File: src/rtl/image_frame_scheduler.sv
// Frame sequencer for an image_background generator: one-cycle requests, inter-frame gap,
// start-timeout watchdog, operation stepping. Optional IMAGE_FRAME_SCHEDULER_STATS_EN adds frame_cycles.
module image_frame_scheduler #(
  parameter int FrameGap           = 16,
  parameter int FramesPerOperation = 4,
  parameter int OperationCount     = 2,
  parameter int StartTimeout       = 64,
  parameter int FrameCountWidth    = 16
) (
  input  logic                       clock,
  input  logic                       reset,
  input  logic                       enable,
  input  logic                       start,
  input  logic                       error_clear,
  input  logic                       sending_in,
  output logic                       request_out,
  output logic [1:0]                 operation,
  output logic                       busy,
  output logic [FrameCountWidth-1:0] frame_count,
  output logic                       timeout_error,
  output logic [23:0]                frame_cycles
);

  localparam int GapW = (FrameGap > 1) ? $clog2(FrameGap) : 1;
  localparam int ToW  = $clog2(StartTimeout);
  localparam int OpfW = (FramesPerOperation > 1) ? $clog2(FramesPerOperation) : 1;

  typedef enum logic [2:0] {
    S_IDLE, S_REQUEST, S_WAIT_START, S_SENDING, S_GAP
  } state_e;

  state_e                     state_q;
  logic [GapW-1:0]            gap_q;
  logic [ToW-1:0]             timeout_q;
  logic [OpfW-1:0]            per_op_q;
  logic                       request_q;
  logic                       busy_q;
  logic                       error_q;
  logic [1:0]                 op_q;
  logic [FrameCountWidth-1:0] count_q;

  logic       trigger_d;
  logic       relaunch_d;
  logic       op_wrap_d;
  logic       gap_done_d;
  logic       timeout_hit_d;
  logic [1:0] op_next_d;

  // A generator still sending (from elsewhere or from before reset) holds off new requests.
  assign trigger_d     = (enable | start) & ~sending_in & ~error_q;
  assign relaunch_d    = enable & ~sending_in;
  assign op_wrap_d     = (per_op_q == OpfW'(FramesPerOperation - 1));
  assign gap_done_d    = (gap_q == GapW'(FrameGap - 1));
  assign timeout_hit_d = (timeout_q == ToW'(StartTimeout - 1));
  assign op_next_d     = (op_q == 2'(OperationCount - 1)) ? 2'd0 : op_q + 2'd1;

  // Frame sequencing FSM with registered outputs.
  always_ff @(posedge clock or negedge reset) begin
    if (!reset) begin
      state_q   <= S_IDLE;
      gap_q     <= '0;
      timeout_q <= '0;
      per_op_q  <= '0;
      request_q <= 1'b0;
      busy_q    <= 1'b0;
      error_q   <= 1'b0;
      op_q      <= 2'd0;
      count_q   <= '0;
    end else begin
      request_q <= 1'b0;
      if (error_clear) error_q <= 1'b0;
      case (state_q)
        S_IDLE: begin
          if (trigger_d) begin
            state_q   <= S_REQUEST;
            request_q <= 1'b1;
            busy_q    <= 1'b1;
          end
        end
        S_REQUEST: begin
          state_q   <= S_WAIT_START;
          timeout_q <= '0;
        end
        S_WAIT_START: begin
          if (sending_in) begin
            state_q <= S_SENDING;
          end else if (timeout_hit_d) begin
            error_q <= 1'b1;
            state_q <= S_IDLE;
            busy_q  <= 1'b0;
          end else begin
            timeout_q <= timeout_q + 1'b1;
          end
        end
        S_SENDING: begin
          if (!sending_in) begin
            count_q <= count_q + 1'b1;
            gap_q   <= '0;
            // Operation only ever moves here, between frames.
            if (op_wrap_d) begin
              per_op_q <= '0;
              op_q     <= op_next_d;
            end else begin
              per_op_q <= per_op_q + 1'b1;
            end
            if (FrameGap > 0) begin
              state_q <= S_GAP;
            end else if (enable) begin
              state_q   <= S_REQUEST;
              request_q <= 1'b1;
            end else begin
              state_q <= S_IDLE;
              busy_q  <= 1'b0;
            end
          end
        end
        S_GAP: begin
          if (gap_done_d) begin
            if (relaunch_d) begin
              state_q   <= S_REQUEST;
              request_q <= 1'b1;
            end else begin
              state_q <= S_IDLE;
              busy_q  <= 1'b0;
            end
          end else begin
            gap_q <= gap_q + 1'b1;
          end
        end
        default: begin
          state_q <= S_IDLE;
          busy_q  <= 1'b0;
        end
      endcase
    end
  end

`ifdef IMAGE_FRAME_SCHEDULER_STATS_EN
  logic [23:0] stat_q;
  logic [23:0] cycles_q;

  // The entry cycle is itself a sending cycle, so the counter restarts at one.
  always_ff @(posedge clock or negedge reset) begin
    if (!reset) begin
      stat_q   <= 24'd0;
      cycles_q <= 24'd0;
    end else begin
      if (state_q == S_WAIT_START && sending_in) begin
        stat_q <= 24'd1;
      end else if (state_q == S_SENDING && sending_in && stat_q != 24'hFF_FFFF) begin
        stat_q <= stat_q + 24'd1;
      end
      if (state_q == S_SENDING && !sending_in) begin
        cycles_q <= stat_q;
      end
    end
  end

  assign frame_cycles = cycles_q;
`else
  assign frame_cycles = 24'd0;
`endif

  assign request_out   = request_q;
  assign operation     = op_q;
  assign busy          = busy_q;
  assign frame_count   = count_q;
  assign timeout_error = error_q;

endmodule

File: config.mk
export PLATFORM = sky130hd
export DESIGN_NAME = image_frame_scheduler
export DESIGN_NICKNAME = d
export VERILOG_FILES = /design/src/rtl/image_frame_scheduler.sv
export SDC_FILE = /design/constraint.sdc
export NUM_CORES = 1
export LEC_CHECK = 0
export CORE_UTILIZATION = 52
export CTS_CLUSTER_SIZE = 14
export DETAILED_ROUTE_END_ITERATION = 16
export GPL_TIMING_DRIVEN = 0
export PLACE_DENSITY = 0.87
export SYNTH_ARGS = -nofsm -noshare
export SYNTH_HDL_FRONTEND = slang
export SYNTH_SLANG_ARGS = --single-unit
File: constraint.sdc
create_clock -name clock -period 3.23 [get_ports clock]
set_clock_uncertainty 0.05 [all_clocks]
set_input_delay 0.4845 -clock clock [delete_from_list [all_inputs] [get_ports clock]]
set_output_delay 0.4845 -clock clock [all_outputs]
set_load 0.005 [all_outputs]
Word level (Yosys, flattened, before mapping) --
Index checks and enable logic that the tools add are counted.
Cells by class: reductions and logical operators 10, bitwise operators 7, eq/ne operators 17, add/subtract/negate cells 5, multiplexer cells 29
Operators by type and width (count):
- $add 16x1->16 const B | 1
- $ne 2x2->1 const B | 8
- $mux 3 | 5
- $pmux 3 s5 | 1
- $mux 1 | 13
- $mux 6 | 2
- $pmux 6 s2 | 1
- $reduce_and 3->1 | 3
- $mux 4 | 2
- $pmux 4 s2 | 1
- $add 6x1->6 const B | 1
- $eq 3x2->1 const B | 2
- $eq 6x6->1 const B | 1
- $reduce_and 6->1 | 1
- $add 2x1->2 const B | 2
- $add 4x1->4 const B | 1
- $eq 4x4->1 const B | 1
- $mux 2 | 2
- $pmux 1 s4 | 1
- $reduce_and 4->1 | 1
- $reduce_bool 2->1 | 2
- $and 1x1->1 | 3
- $eq 3x1->1 const B | 1
- $eq 3x3->1 const B | 1
- other kinds (9) | 11
Word-level totals: register bits 36, output and inout port bits 45, bits of input ports 6

Logic depth before layout (Yosys ltp) --
Gate-level depths: netlist of run 1.
depth after elaboration 5, gate-level depth with buffers 6, depth with buffers taken out 5

Least setup slack after synthesis of run 1 --
Ideal clock, no wire load.
path type input port to flip-flop, start in sending_in, end reg timeout_q[4], slack 1245 ps, cell stages on the path 6, data arrival time 1811 ps, cells stage by stage buf_6 > or4b_1 > buf_2 > a31o_1 > and2_4 > a211o_1
On the way: word-level cells in the longest chain between the ends 2
Ends and longest elaborated chain:
- from (decl) | line 15 | input logic sending_in,
- $ne 2x2->1 (no line)
- $reduce_and 3->1 (no line)
- to (signal assigned) | line 92 | timeout_q <= timeout_q + 1'b1;
- to (decl) | line 34 | logic [ToW-1:0] timeout_q;
No other way between the ends. A chain may end at the register's enable or synchronous reset.

Final worst setup path of run 1 --
start reg state_q[2], end reg count_q[10], in the netlist frame_count[10]
On the way: word-level cells in the longest chain between the ends 2
Ends and longest elaborated chain:
- from (decl) | line 32 | state_e state_q;
- from (signal assigned) | line 60 | state_q <= S_IDLE;
- from (signal assigned) | line 75 | state_q <= S_REQUEST;
- from (signal assigned) | line 81 | state_q <= S_WAIT_START;
- $eq 3x2->1 | line 72 | case (state_q)
- $reduce_and 2->1 (no line)
- to (signal assigned) | line 97 | count_q <= count_q + 1'b1;
- to (decl) | line 40 | logic [FrameCountWidth-1:0] count_q;
No other way between the ends.

==> flow_metrics.env, run 1 <==
export IMPL_wl_per_cell_um=12.4
export IMPL_overflow=0
export IMPL_fp_row_count=21
export IMPL_dr_pass1_iters=4
export IMPL_yosysTopAreaCellShare_pct=47.0
export IMPL_fin_ws_ns=1.15
export IMPL_yosysWarnings=0
export IMPL_drc=0
export IMPL_timing_hold_ws_ns=0.219
export IMPL_cts_resized=0
export IMPL_clock_sinks=36
export IMPL_cp_startpoint="state_q[2]$_DFFE_PN0P_"
export IMPL_drive_above_1_share_pct=16.7
export IMPL_setup_violations=0
export IMPL_final_common_cell="dfrtp_1"
export IMPL_htreeDepth=2
export IMPL_dp_hpwl_um=2570
export IMPL_drv_cap=0
export IMPL_status="complete, no violations"
export IMPL_ys_ff_latch=36
export IMPL_ant_nets=0
export IMPL_cts_made_buffers=5
export IMPL_ios=51
export IMPL_multi_input_area_sq_um=873
export IMPL_globalplace_congestion=0.802
export IMPL_n_antenna_cell=0
export IMPL_ff2ff_setup_slack_ns=1.15
export IMPL_peakVddDrop_v=0.000364
export IMPL_reg2reg_from="state_q[2]$_DFFE_PN0P_"
export IMPL_place_ws_ns=1.07
export IMPL_fillers=265
export IMPL_coreArea_sq_um=3440
export IMPL_viasPerCell=5.06
export IMPL_nets=254
export IMPL_die_area_sq_um=3940
export IMPL_groute_usage_overall_pct=19.8
export IMPL_worst_setup_path_start_kind="register"
export IMPL_synthCells=189
export IMPL_placed_cells=283
export IMPL_post_layout_nonfiller_instances=291
export IMPL_finalHoldViolations=0
export IMPL_arrival_ns=2.23
export IMPL_synth_distinct_cells=44
export IMPL_ctsHoldBuffers=0
export IMPL_rsz0062_at_grt="no"
export IMPL_syn_avg_cell_area_sq_um=10.1
export IMPL_area_delta_synth_final_pct=24.9
export IMPL_clock_path_buffers=2
export IMPL_cts_clk_slew_worst_paths_ns=0.07
export IMPL_yosys_top_cells_area="dfrtp_1 47%, buf_4 9.4%, xnor2_1 5.0%"
export IMPL_synth_top_cell_by_area="dfrtp_1"
export IMPL_fin_setup_tns_ns=0
export IMPL_grt_pass1_wl_um=5890
export IMPL_cpPeakStageDelay_ns=0.57
export IMPL_layout_common_cells="36 x dfrtp_1, 24 x buf_4, 24 x conb_1, 24 x clkdlybuf4s50_1, 17 x nand2_1"
export IMPL_fin_crit_ns=2.08
export IMPL_cts_tree="built"
export IMPL_final_util_pct=69.6
export IMPL_powerDensity_nw_per_um2=637
export IMPL_insertion_delay_ns=0.29
export IMPL_min_period_over_period_pct=64.3
export IMPL_drt_iter0_markers=78
export IMPL_tightest_slew_ns=0.767
export IMPL_dieWidth_um=62.7
export IMPL_critPathSlowestCell="nor3_1"
export IMPL_routed_wl_um=3600
export IMPL_drv_slew=0
export IMPL_critical_path_endpoint_type="register"
export IMPL_grt_pass1_vias=1306
export IMPL_regToRegEndpoint="frame_count[10]$_DFFE_PN0P_"
export IMPL_rr_worst_depth=5
export IMPL_grt_max_degree=37
export IMPL_antenna_found_initial=0
export IMPL_hp_class="input pin to asynchronous set/reset pin"
export IMPL_root_buffer="clkbuf_8"
export IMPL_io_buffers=25
export IMPL_dieHeight_um=62.7
export IMPL_crit_type="register to register"
export IMPL_required_ns=3.38
export IMPL_ff_latch_area_sq_um=901
export IMPL_syn_area_sq_um=1920
export IMPL_vias=1472
export IMPL_p_leak_uw=0.00118
export IMPL_cp_max_fo=10
export IMPL_start_util_pct=55.7
export IMPL_fmaxAchievable_mhz=482
export IMPL_crit_chain="nand4bb_1 > clkbuf_1 > nor3_1 > and3_1 > xor2_1"
export IMPL_yosysSeqAreaShare_pct=47.0
export IMPL_slew_headroom_pct=48.8
export IMPL_postCtsSetupRepairBufs=0
cell families (layout without fill, tap and decap cells):
| logic type | after synthesis | count (layout) | synth area share [%] |
|---|---|---|---|
| xor+xnor | 17 | 17 | 7.76 |
| simple gates | 72 | 72 | 20.8 |
| fa+ha+maj | 4 | 4 | 2.61 |
| compound gates | 23 | 23 | 9.13 |
| other cells | 1 | 24 | 0.196 |
| flops | 36 | 36 | 47.0 |
| buf+inv | 35 | 68 | 12.0 |
| mux | 1 | 1 | 0.522 |
power by group:
part	internal (uW)	total [uW]	switching, uW
Combinational	276	528	252
Sequential	567	690	123
Clock	150	308	158
registers in the layout, indices dropped and copies added, names as in the netlist:
| name | cells |
|---|---|
| frame_count | 16 |
| request_out | 1 |
| gap_q | 4 |
| timeout_error | 1 |
| operation | 2 |
| busy | 1 |
| timeout_q | 6 |
| state_q | 3 |
| per_op_q | 2 |
how the worst max path moves through the flow:
| stage | endpoint | slack (ns) |
|---|---|---|
| 6_report | frame_count[10]$_DFFE_PN0P_ | 1.15 |
| 3_3_place_gp | frame_count[13]$_DFFE_PN0P_ | 0.85 |
| 5_1_grt | frame_count[10]$_DFFE_PN0P_ | 1.07 |
| 3_5_place_dp | frame_count[10]$_DFFE_PN0P_ | 1.07 |
| 2_1_floorplan | timeout_q[4]$_DFFE_PN0P_ | 1.24 |
| 4_1_cts | frame_count[10]$_DFFE_PN0P_ | 1.20 |
cell usage after synthesis, drive strengths merged:
cell type,n
a31o,1
or4b,1
nand4bb,1
nor3b,5
or2b,1
nand4,5
and3,6
nor3,6
nor4b,1
a211oi,1
o41ai,1
nand3,10
and2,1
o21bai,1
o21ai,2
a21bo,1
dfrtp,36
nor4,1
buf,26
o22ai,1
inv,3
clkbuf,6
nor2,9
a21oi,1
xnor2,11
a21o,1
ha,4
nand2b,2
mux2i,1
nand2,17
xor2,6
conb,1
a211o,4
o31ai,1
a22o,1
and4,3
a31oi,4
o32a,1
or2,3
o221ai,1
o2111ai,1
per-stage QoR:
stage                     area (sq um)  total power (uW)
final                             2390              1530
after CTS                         2390              1540
after floorplan                   2000              1030
after global routing              2390              1630
after global placement            2310              1200
after detailed placement          2310              1220
per-layer routing:
layer | part of all wire, % | vias to the layer above | wire length (um) | track usage (%)
li1 | - | 723 | - | -
met1 | 44 | 690 | 1580 | 22.6
met2 | 49 | 47 | 1750 | 33.7
met3 | 4.5 | 12 | 161 | 4.56
met4 | 3.2 | 0 | 114 | 11.3
met5 | 0 | - | 0 | 0
area by class of cell:
| class | instances | share of cell area, % |
|---|---|---|
| timing repair buffer | 25 | 10.2 |
| sequential | 36 | 37.6 |
| clock inverter | 3 | 0.784 |
| clock buffer | 5 | 2.87 |
| multi-input combinational | 141 | 36.5 |
| tap | 46 | 2.40 |
| inverter | 3 | 0.470 |
| buffer | 32 | 9.14 |
worst max-delay path: cells and delay by family, from the launching register on:
kind,cells,cell delay [ns]
buffers and inverters,1,0.25
DFF,1,0.45
xor gates and xnor gates,1,0.19
and+or+nand+nor,3,1.05
No activity file was read; power rests on OpenSTA's default activity.
==> inputs of run 2 (changes only) <==
--- a/config.mk
+++ b/config.mk
@@ -5,11 +5,11 @@
 export SDC_FILE = /design/constraint.sdc
 export NUM_CORES = 1
 export LEC_CHECK = 0
-export CORE_UTILIZATION = 52
+export CORE_UTILIZATION = 43
 export CTS_CLUSTER_SIZE = 14
 export DETAILED_ROUTE_END_ITERATION = 16
 export GPL_TIMING_DRIVEN = 0
-export PLACE_DENSITY = 0.87
+export PLACE_DENSITY = 0.77
 export SYNTH_ARGS = -nofsm -noshare
 export SYNTH_HDL_FRONTEND = slang
 export SYNTH_SLANG_ARGS = --single-unit
==> constraint.sdc (replaced) <==
create_clock -name clock -period 1.8 [get_ports clock]
set_clock_uncertainty 0.05 [all_clocks]
set_input_delay 0.27 -clock clock [delete_from_list [all_inputs] [get_ports clock]]
set_output_delay 0.27 -clock clock [all_outputs]
set_load 0.005 [all_outputs]
==> run 2 against run 1 <==
Compared with the run above: via count up 2.8%; die area grew 20%; hold slack lost 0.22 ns; total power is 96% higher; register-to-register slack got worse by 1.1 ns; first-iteration DRC count increased by 21%; sequential share of layout area fell by 1.3 points.
==> flow_metrics.env, run 2 (synthesis results as in run 1) <==
export IMPL_status="complete, no violations"
export IMPL_cts_clk_slew_worst_paths_ns=0.08
export IMPL_io_buffers=25
export IMPL_worst_setup_path_start_kind="register"
export IMPL_n_antenna_cell=0
export IMPL_area_delta_synth_final_pct=29.5
export IMPL_powerDensity_nw_per_um2=1200
export IMPL_fin_ws_ns=0.0271
export IMPL_drv_slew=0
export IMPL_cp_max_fo=5
export IMPL_clock_sinks=36
export IMPL_start_util_pct=46.3
export IMPL_crit_buf_inv=0
export IMPL_p_clk_share_pct=23.3
export IMPL_fmaxAchievable_mhz=564
export IMPL_routed_wl_um=3750
export IMPL_post_layout_nonfiller_instances=299
export IMPL_grt_max_degree=37
export IMPL_drv_cap=0
export IMPL_largest_reg_flops=16
export IMPL_globalplace_congestion=0.814
export IMPL_peakVddDrop_v=0.000698
export IMPL_wl_per_cell_um=12.5
export IMPL_place_ws_ns=-0.138
export IMPL_ant_nets=0
export IMPL_groute_usage_overall_pct=17.3
export IMPL_antenna_found_initial=0
export IMPL_layout_common_cells="34 x dfrtp_1, 30 x buf_4, 24 x conb_1, 24 x clkdlybuf4s50_1, 17 x nand2_1"
export IMPL_insertion_delay_ns=0.29
export IMPL_slew_headroom_pct=47.4
export IMPL_fin_crit_ns=1.77
export IMPL_final_common_cell="dfrtp_1"
export IMPL_cp_depth=4
export IMPL_tightest_slew_ns=0.789
export IMPL_grt_pass1_vias=1284
export IMPL_crit_chain="or4b_4 > a31o_1 > and2_4 > a211o_1"
export IMPL_coreArea_sq_um=4140
export IMPL_dr_pass1_iters=4
export IMPL_hp_class="input pin to asynchronous set/reset pin"
export IMPL_intPower_uw=2000
export IMPL_cpPeakStageDelay_ns=0.54
export IMPL_drt_iter0_markers=94
export IMPL_drc=0
export IMPL_nets=258
export IMPL_dieHeight_um=68.8
export IMPL_crit_type="register to register"
export IMPL_min_period_over_period_pct=98.5
export IMPL_setup_violations=0
export IMPL_root_buffer="clkbuf_8"
export IMPL_pwr_share_comb_pct=35.5
export IMPL_htreeDepth=2
export IMPL_arrival_ns=1.90
export IMPL_dp_hpwl_um=2660
export IMPL_seqPwrFrac_pct=41.1
export IMPL_critPathSlowestCell="or4b_4"
export IMPL_drive_above_1_share_pct=20.1
export IMPL_swShare_pct=33.0
export IMPL_dieWidth_um=68.8
export IMPL_grt_pass1_wl_um=5860
export IMPL_cpLargestDelayFamily="simple AND/OR/NAND/NOR gates"
export IMPL_finalHoldViolations=0
export IMPL_critical_path_endpoint_type="register"
export IMPL_required_ns=1.93
export IMPL_clock_path_buffers=2
export IMPL_cts_made_buffers=5
export IMPL_ios=51
export IMPL_p_switching_uw=989
export IMPL_fp_row_count=23
export IMPL_rr_worst_depth=4
export IMPL_cts_tree="built"
export IMPL_placed_cells=287
export IMPL_vias=1513
export IMPL_p_leak_uw=0.00123
export IMPL_die_area_sq_um=4730
export IMPL_overflow=0
export IMPL_viasPerCell=5.06
export IMPL_rsz0062_at_grt="yes"
==> run 2: worst paths after layout <==
kind	start	to	slack [ns]
setup / recovery	state_q[2]$_DFFE_PN0P_	timeout_q[5]$_DFFE_PN0P_	0.03
min in group clock	sending_in	request_out$_DFF_PN0_	0.15
hold reg to reg	frame_count[15]$_DFFE_PN0P_	frame_count[15]$_DFFE_PN0P_	0.43
max in group asynchronous	reset	state_q[0]$_DFFE_PN0P_	1.14
hold / removal	reset	frame_count[11]$_DFFE_PN0P_	0.003
setup reg to reg	state_q[2]$_DFFE_PN0P_	timeout_q[5]$_DFFE_PN0P_	0.03
==> run 2: metrics by stage <==
| step | util [%] | area (sq um) | power (uW) | hold slack, ns | setup TNS, ns |
|---|---|---|---|---|---|
| after CTS | 59.5 | 2460 | 2980 | 0.0351 | 0 |
| after global placement | 56.1 | 2320 | 2170 | 0.411 | -14.32 |
| after floorplan | - | 2010 | 1860 | -0.0756 | -0.156 |
| final | 60.0 | 2480 | 2990 | 0.00315 | 0 |
| after global routing | 60.0 | 2480 | 3200 | 0.0776 | -0.0890 |
| after detailed placement | 55.9 | 2320 | 2210 | 0.348 | -0.891 |
==> run 2: cell type report <==
| type | count | area [sq um] |
|---|---|---|
| plain buffers | 30 | 210 |
| well taps | 50 | 62.6 |
| multi-input cells | 141 | 900 |
| repair buffers | 31 | 290 |
| inverters | 3 | 11.3 |
| flip-flops and latches | 36 | 903 |
| clock buffers | 6 | 72.6 |
| fillers | 354 | 1660 |
| clock inverters | 2 | 35.0 |
==> run 2: repair_timing <==
item                       in CTS  in global routing
hold buffers                    0                  0
setup buffers                   4                  2
gates cloned                    0                  0
resized for setup               6                  1
pin swaps                       1                  1
setup endpoints to repair      12                  8
==> run 2: routing by layer <==
metal / wire length (um) / vias up / track usage (%)
li1: - / 738 / -
met1: 1620 / 723 / 22.3
met2: 1890 / 46 / 27.0
met3: 191 / 6 / 5.43
met4: 51 / 0 / 6.63
met5: 0 / - / 0
==> run 2: power by group through the flow <==
stage	combinational [uW]	sequential [uW]	clock, uW
after CTS	1040	1220	714
after global routing	1180	1270	750
final	1060	1230	698
after floorplan	656	1200	0
after global placement	931	1240	0
after detailed placement	960	1250	0
==> inputs of run 3 (changes only) <==
--- a/config.mk
+++ b/config.mk
@@ -5,11 +5,12 @@
 export SDC_FILE = /design/constraint.sdc
 export NUM_CORES = 1
 export LEC_CHECK = 0
-export CORE_UTILIZATION = 43
+export ABC_AREA = 1
+export CORE_UTILIZATION = 45
 export CTS_CLUSTER_SIZE = 14
 export DETAILED_ROUTE_END_ITERATION = 16
 export GPL_TIMING_DRIVEN = 0
-export PLACE_DENSITY = 0.77
+export PLACE_DENSITY = 0.78
 export SYNTH_ARGS = -nofsm -noshare
 export SYNTH_HDL_FRONTEND = slang
 export SYNTH_SLANG_ARGS = --single-unit
==> run 3 against run 2 <==
Compared with the run above: sequential share of layout area fell by 2.4 points; critical endpoint is now frame_count[2]; highest routed layer unchanged; critical path type is now register to primary output; core utilization is 0.25 points lower; first-iteration DRC count is 16% lower; synthesized cell count is 41% higher; worst setup slack better by 0.13 ns; largest cell class is now multi-input gates.
==> flow_metrics.env, run 3 <==
export IMPL_yosysTopAreaCellShare_pct=42.2
export IMPL_synthFlopType="dfrtp_1"
export IMPL_peakVddDrop_v=0.000600
export IMPL_ff2ff_setup_slack_ns=0.27
export IMPL_ant_nets=0
export IMPL_viasPerCell=4.54
export IMPL_setup_violations=0
export IMPL_finalHoldViolations=0
export IMPL_grt_pass1_vias=1574
export IMPL_cts_made_buffers=5
export IMPL_clock_sinks=36
export IMPL_crit_buf_inv=1
export IMPL_synth_most_common_cell="nand2_1"
export IMPL_coreArea_sq_um=4440
export IMPL_cp_max_fo=6
export IMPL_arrival_ns=1.32
export IMPL_globalplace_congestion=0.831
export IMPL_syn_avg_cell_area_sq_um=8.00
export IMPL_synthAdderAreaFrac_pct=2.34
export IMPL_swShare_pct=35.8
export IMPL_start_util_pct=48.1
export IMPL_syn_area_sq_um=2140
export IMPL_drt_iter0_markers=79
export IMPL_fin_setup_tns_ns=0
export IMPL_synthCells=267
export IMPL_hp_class="input pin to asynchronous set/reset pin"
export IMPL_cts_clk_slew_worst_paths_ns=0.08
export IMPL_synth_top_cell_by_area="dfrtp_1"
export IMPL_synth_simple_area_share_pct=31.5
export IMPL_drv_cap=0
export IMPL_fmaxAchievable_mhz=609
export IMPL_die_area_sq_um=5030
export IMPL_fp_row_count=24
export IMPL_overflow=0
export IMPL_yosysSeqAreaShare_pct=42.2
export IMPL_required_ns=1.48
export IMPL_async_reset_ff_share_pct=100
export IMPL_seqPwrFrac_pct=40.6
export IMPL_crit_type="register to primary output"
export IMPL_synth_edf_count=0
export IMPL_antenna_found_initial=0
export IMPL_htreeDepth=2
export IMPL_dieHeight_um=70.9
export IMPL_grt_max_degree=37
export IMPL_p_leak_uw=0.00133
export IMPL_cpPeakStageDelay_ns=0.55
export IMPL_worst_setup_path_start_kind="register"
export IMPL_insertion_delay_ns=0.30
export IMPL_ys_ff_latch=36
export IMPL_power_uw=2880
export IMPL_n_antenna_cell=0
export IMPL_drv_slew=0
export IMPL_groute_usage_overall_pct=17.0
export IMPL_largest_reg_flops=16
export IMPL_ios=51
export IMPL_muxShareOfSynthArea_pct=0
export IMPL_critical_path_endpoint_type="primary output"
export IMPL_area_delta_synth_final_pct=24.3
export IMPL_status="complete, no violations"
export IMPL_postCtsSetupRepairBufs=0
export IMPL_p_switching_uw=1030
export IMPL_final_common_cell="nand2_1"
export IMPL_vias=1708
export IMPL_min_period_over_period_pct=91.2
export IMPL_intPower_uw=1850
export IMPL_yosysWarnings=0
export IMPL_synth_top_family_by_area="simple AND/OR/NAND/NOR gates"
export IMPL_io_buffers=26
export IMPL_cpLargestDelayFamily="buffers and inverters"
export IMPL_critPathSlowestCell="clkdlybuf4s50_1"
export IMPL_root_buffer="clkbuf_8"
export IMPL_drc=0
export IMPL_nets=333
export IMPL_drive_above_1_share_pct=17.0
export IMPL_tightest_slew_ns=0.795
export IMPL_crit_chain="clkdlybuf4s50_1"
export IMPL_synth_compound_area_share_pct=4.45
export IMPL_grt_pass1_wl_um=6710
export IMPL_clock_path_buffers=2
export IMPL_fin_crit_ns=1.64
export IMPL_wl_per_cell_um=10.2
export IMPL_routed_wl_um=3840
export IMPL_pwr_share_comb_pct=34.5
export IMPL_ys_top_cells_by_count="77 x nand2_1, 36 x dfrtp_1, 31 x nor2_1, 24 x buf_4, 21 x inv_1"
export IMPL_synth_xor_xnor_area_share_pct=5.33
export IMPL_yosys_top_cells_area="dfrtp_1 42%, nand2_1 14%, buf_4 8.4%"
export IMPL_layout_common_cells="77 x nand2_1, 36 x dfrtp_1, 31 x nor2_1"
export IMPL_synth_distinct_cells=28
export IMPL_p_clk_share_pct=24.9
export IMPL_cts_resized=0
export IMPL_powerDensity_nw_per_um2=1090
export IMPL_ctsHoldBuffers=0
export IMPL_dp_hpwl_um=2890
export IMPL_dr_pass1_iters=6
export IMPL_slew_headroom_pct=47.0
export IMPL_rsz0062_at_grt="no"
export IMPL_dieWidth_um=70.9
export IMPL_timing_hold_ws_ns=0.00672
export IMPL_cts_tree="built"
run 3: cell count changes in the layout (fill, tap and decap cells not counted), sizes merged, moves of 4 or more:
| cell | delta |
|---|---|
| nand2 | +63 |
| nor2 | +28 |
| inv | +23 |
| xnor2 | -5 |
| nand3 | +9 |
| o21ai | +9 |
| a211o | -4 |
| clkbuf | -6 |
| buf | -5 |
| nor3b | -4 |
| and3 | -6 |
| a31oi | -4 |
run 3: path summary, 6_finish.rpt:
path                                            startpoint                          end  depth (start not counted)
worst max-delay path            frame_count[2]$_DFFE_PN0P_               frame_count[2]                          1
worst min-delay path                                 reset             busy$_DFFE_PN0P_                          1
worst max register to register  frame_count[1]$_DFFE_PN0P_  frame_count[14]$_DFFE_PN0P_                          8
worst min register to register            busy$_DFFE_PN0P_             busy$_DFFE_PN0P_                          2
max in group asynchronous                            reset   frame_count[3]$_DFFE_PN0P_                          1
min in group clock                        busy$_DFFE_PN0P_             busy$_DFFE_PN0P_                          2
run 3: power by group through the flow:
stage                     clock network [uW]  registers [uW]  logic, uW
after global routing                     756            1200       1120
after global placement                     0            1180        975
final                                    718            1170        995
after CTS                                728            1170       1000
after floorplan                            0            1160        705
after detailed placement                   0            1180       1000
run 3: kinds of logic after synthesis:
kind of cell	after synthesis
buf+inv	52
simple gates	145
flops	36
fa+ha+maj	4
compound gates	16
xor+xnor	13
other cells	1
run 3: metrics by stage:
step	area [sq um]	util, %	std cells	worst slack [ns]
6_report	2650	59.7	376	0.158
4_1_cts	2650	59.7	376	0.173
2_1_floorplan	2220	-	290	0.420
5_1_grt	2650	59.7	376	0.0886
3_5_place_dp	2540	57.2	368	0.136
3_3_place_gp	2550	57.3	368	-0.410
run 3: final cells by class:
cell class	instances	area (sq um)
Sequential cell	36	901
Timing Repair Buffer	26	255
Tap cell	52	65.1
Clock inverter	3	42.5
Clock buffer	5	68.8
Buffer	26	203
Inverter	26	97.6
Fill cell	398	1790
Multi-Input combinational cell	202	1020
run 3: per-layer routing:
| layer | vias to the layer above | wire (um) | track usage, % |
|---|---|---|---|
| li1 | 900 | - | - |
| met1 | 761 | 1840 | 21.9 |
| met2 | 41 | 1770 | 27.6 |
| met3 | 6 | 168 | 2.99 |
| met4 | 0 | 59 | 8.67 |
| met5 | - | 0 | 0 |
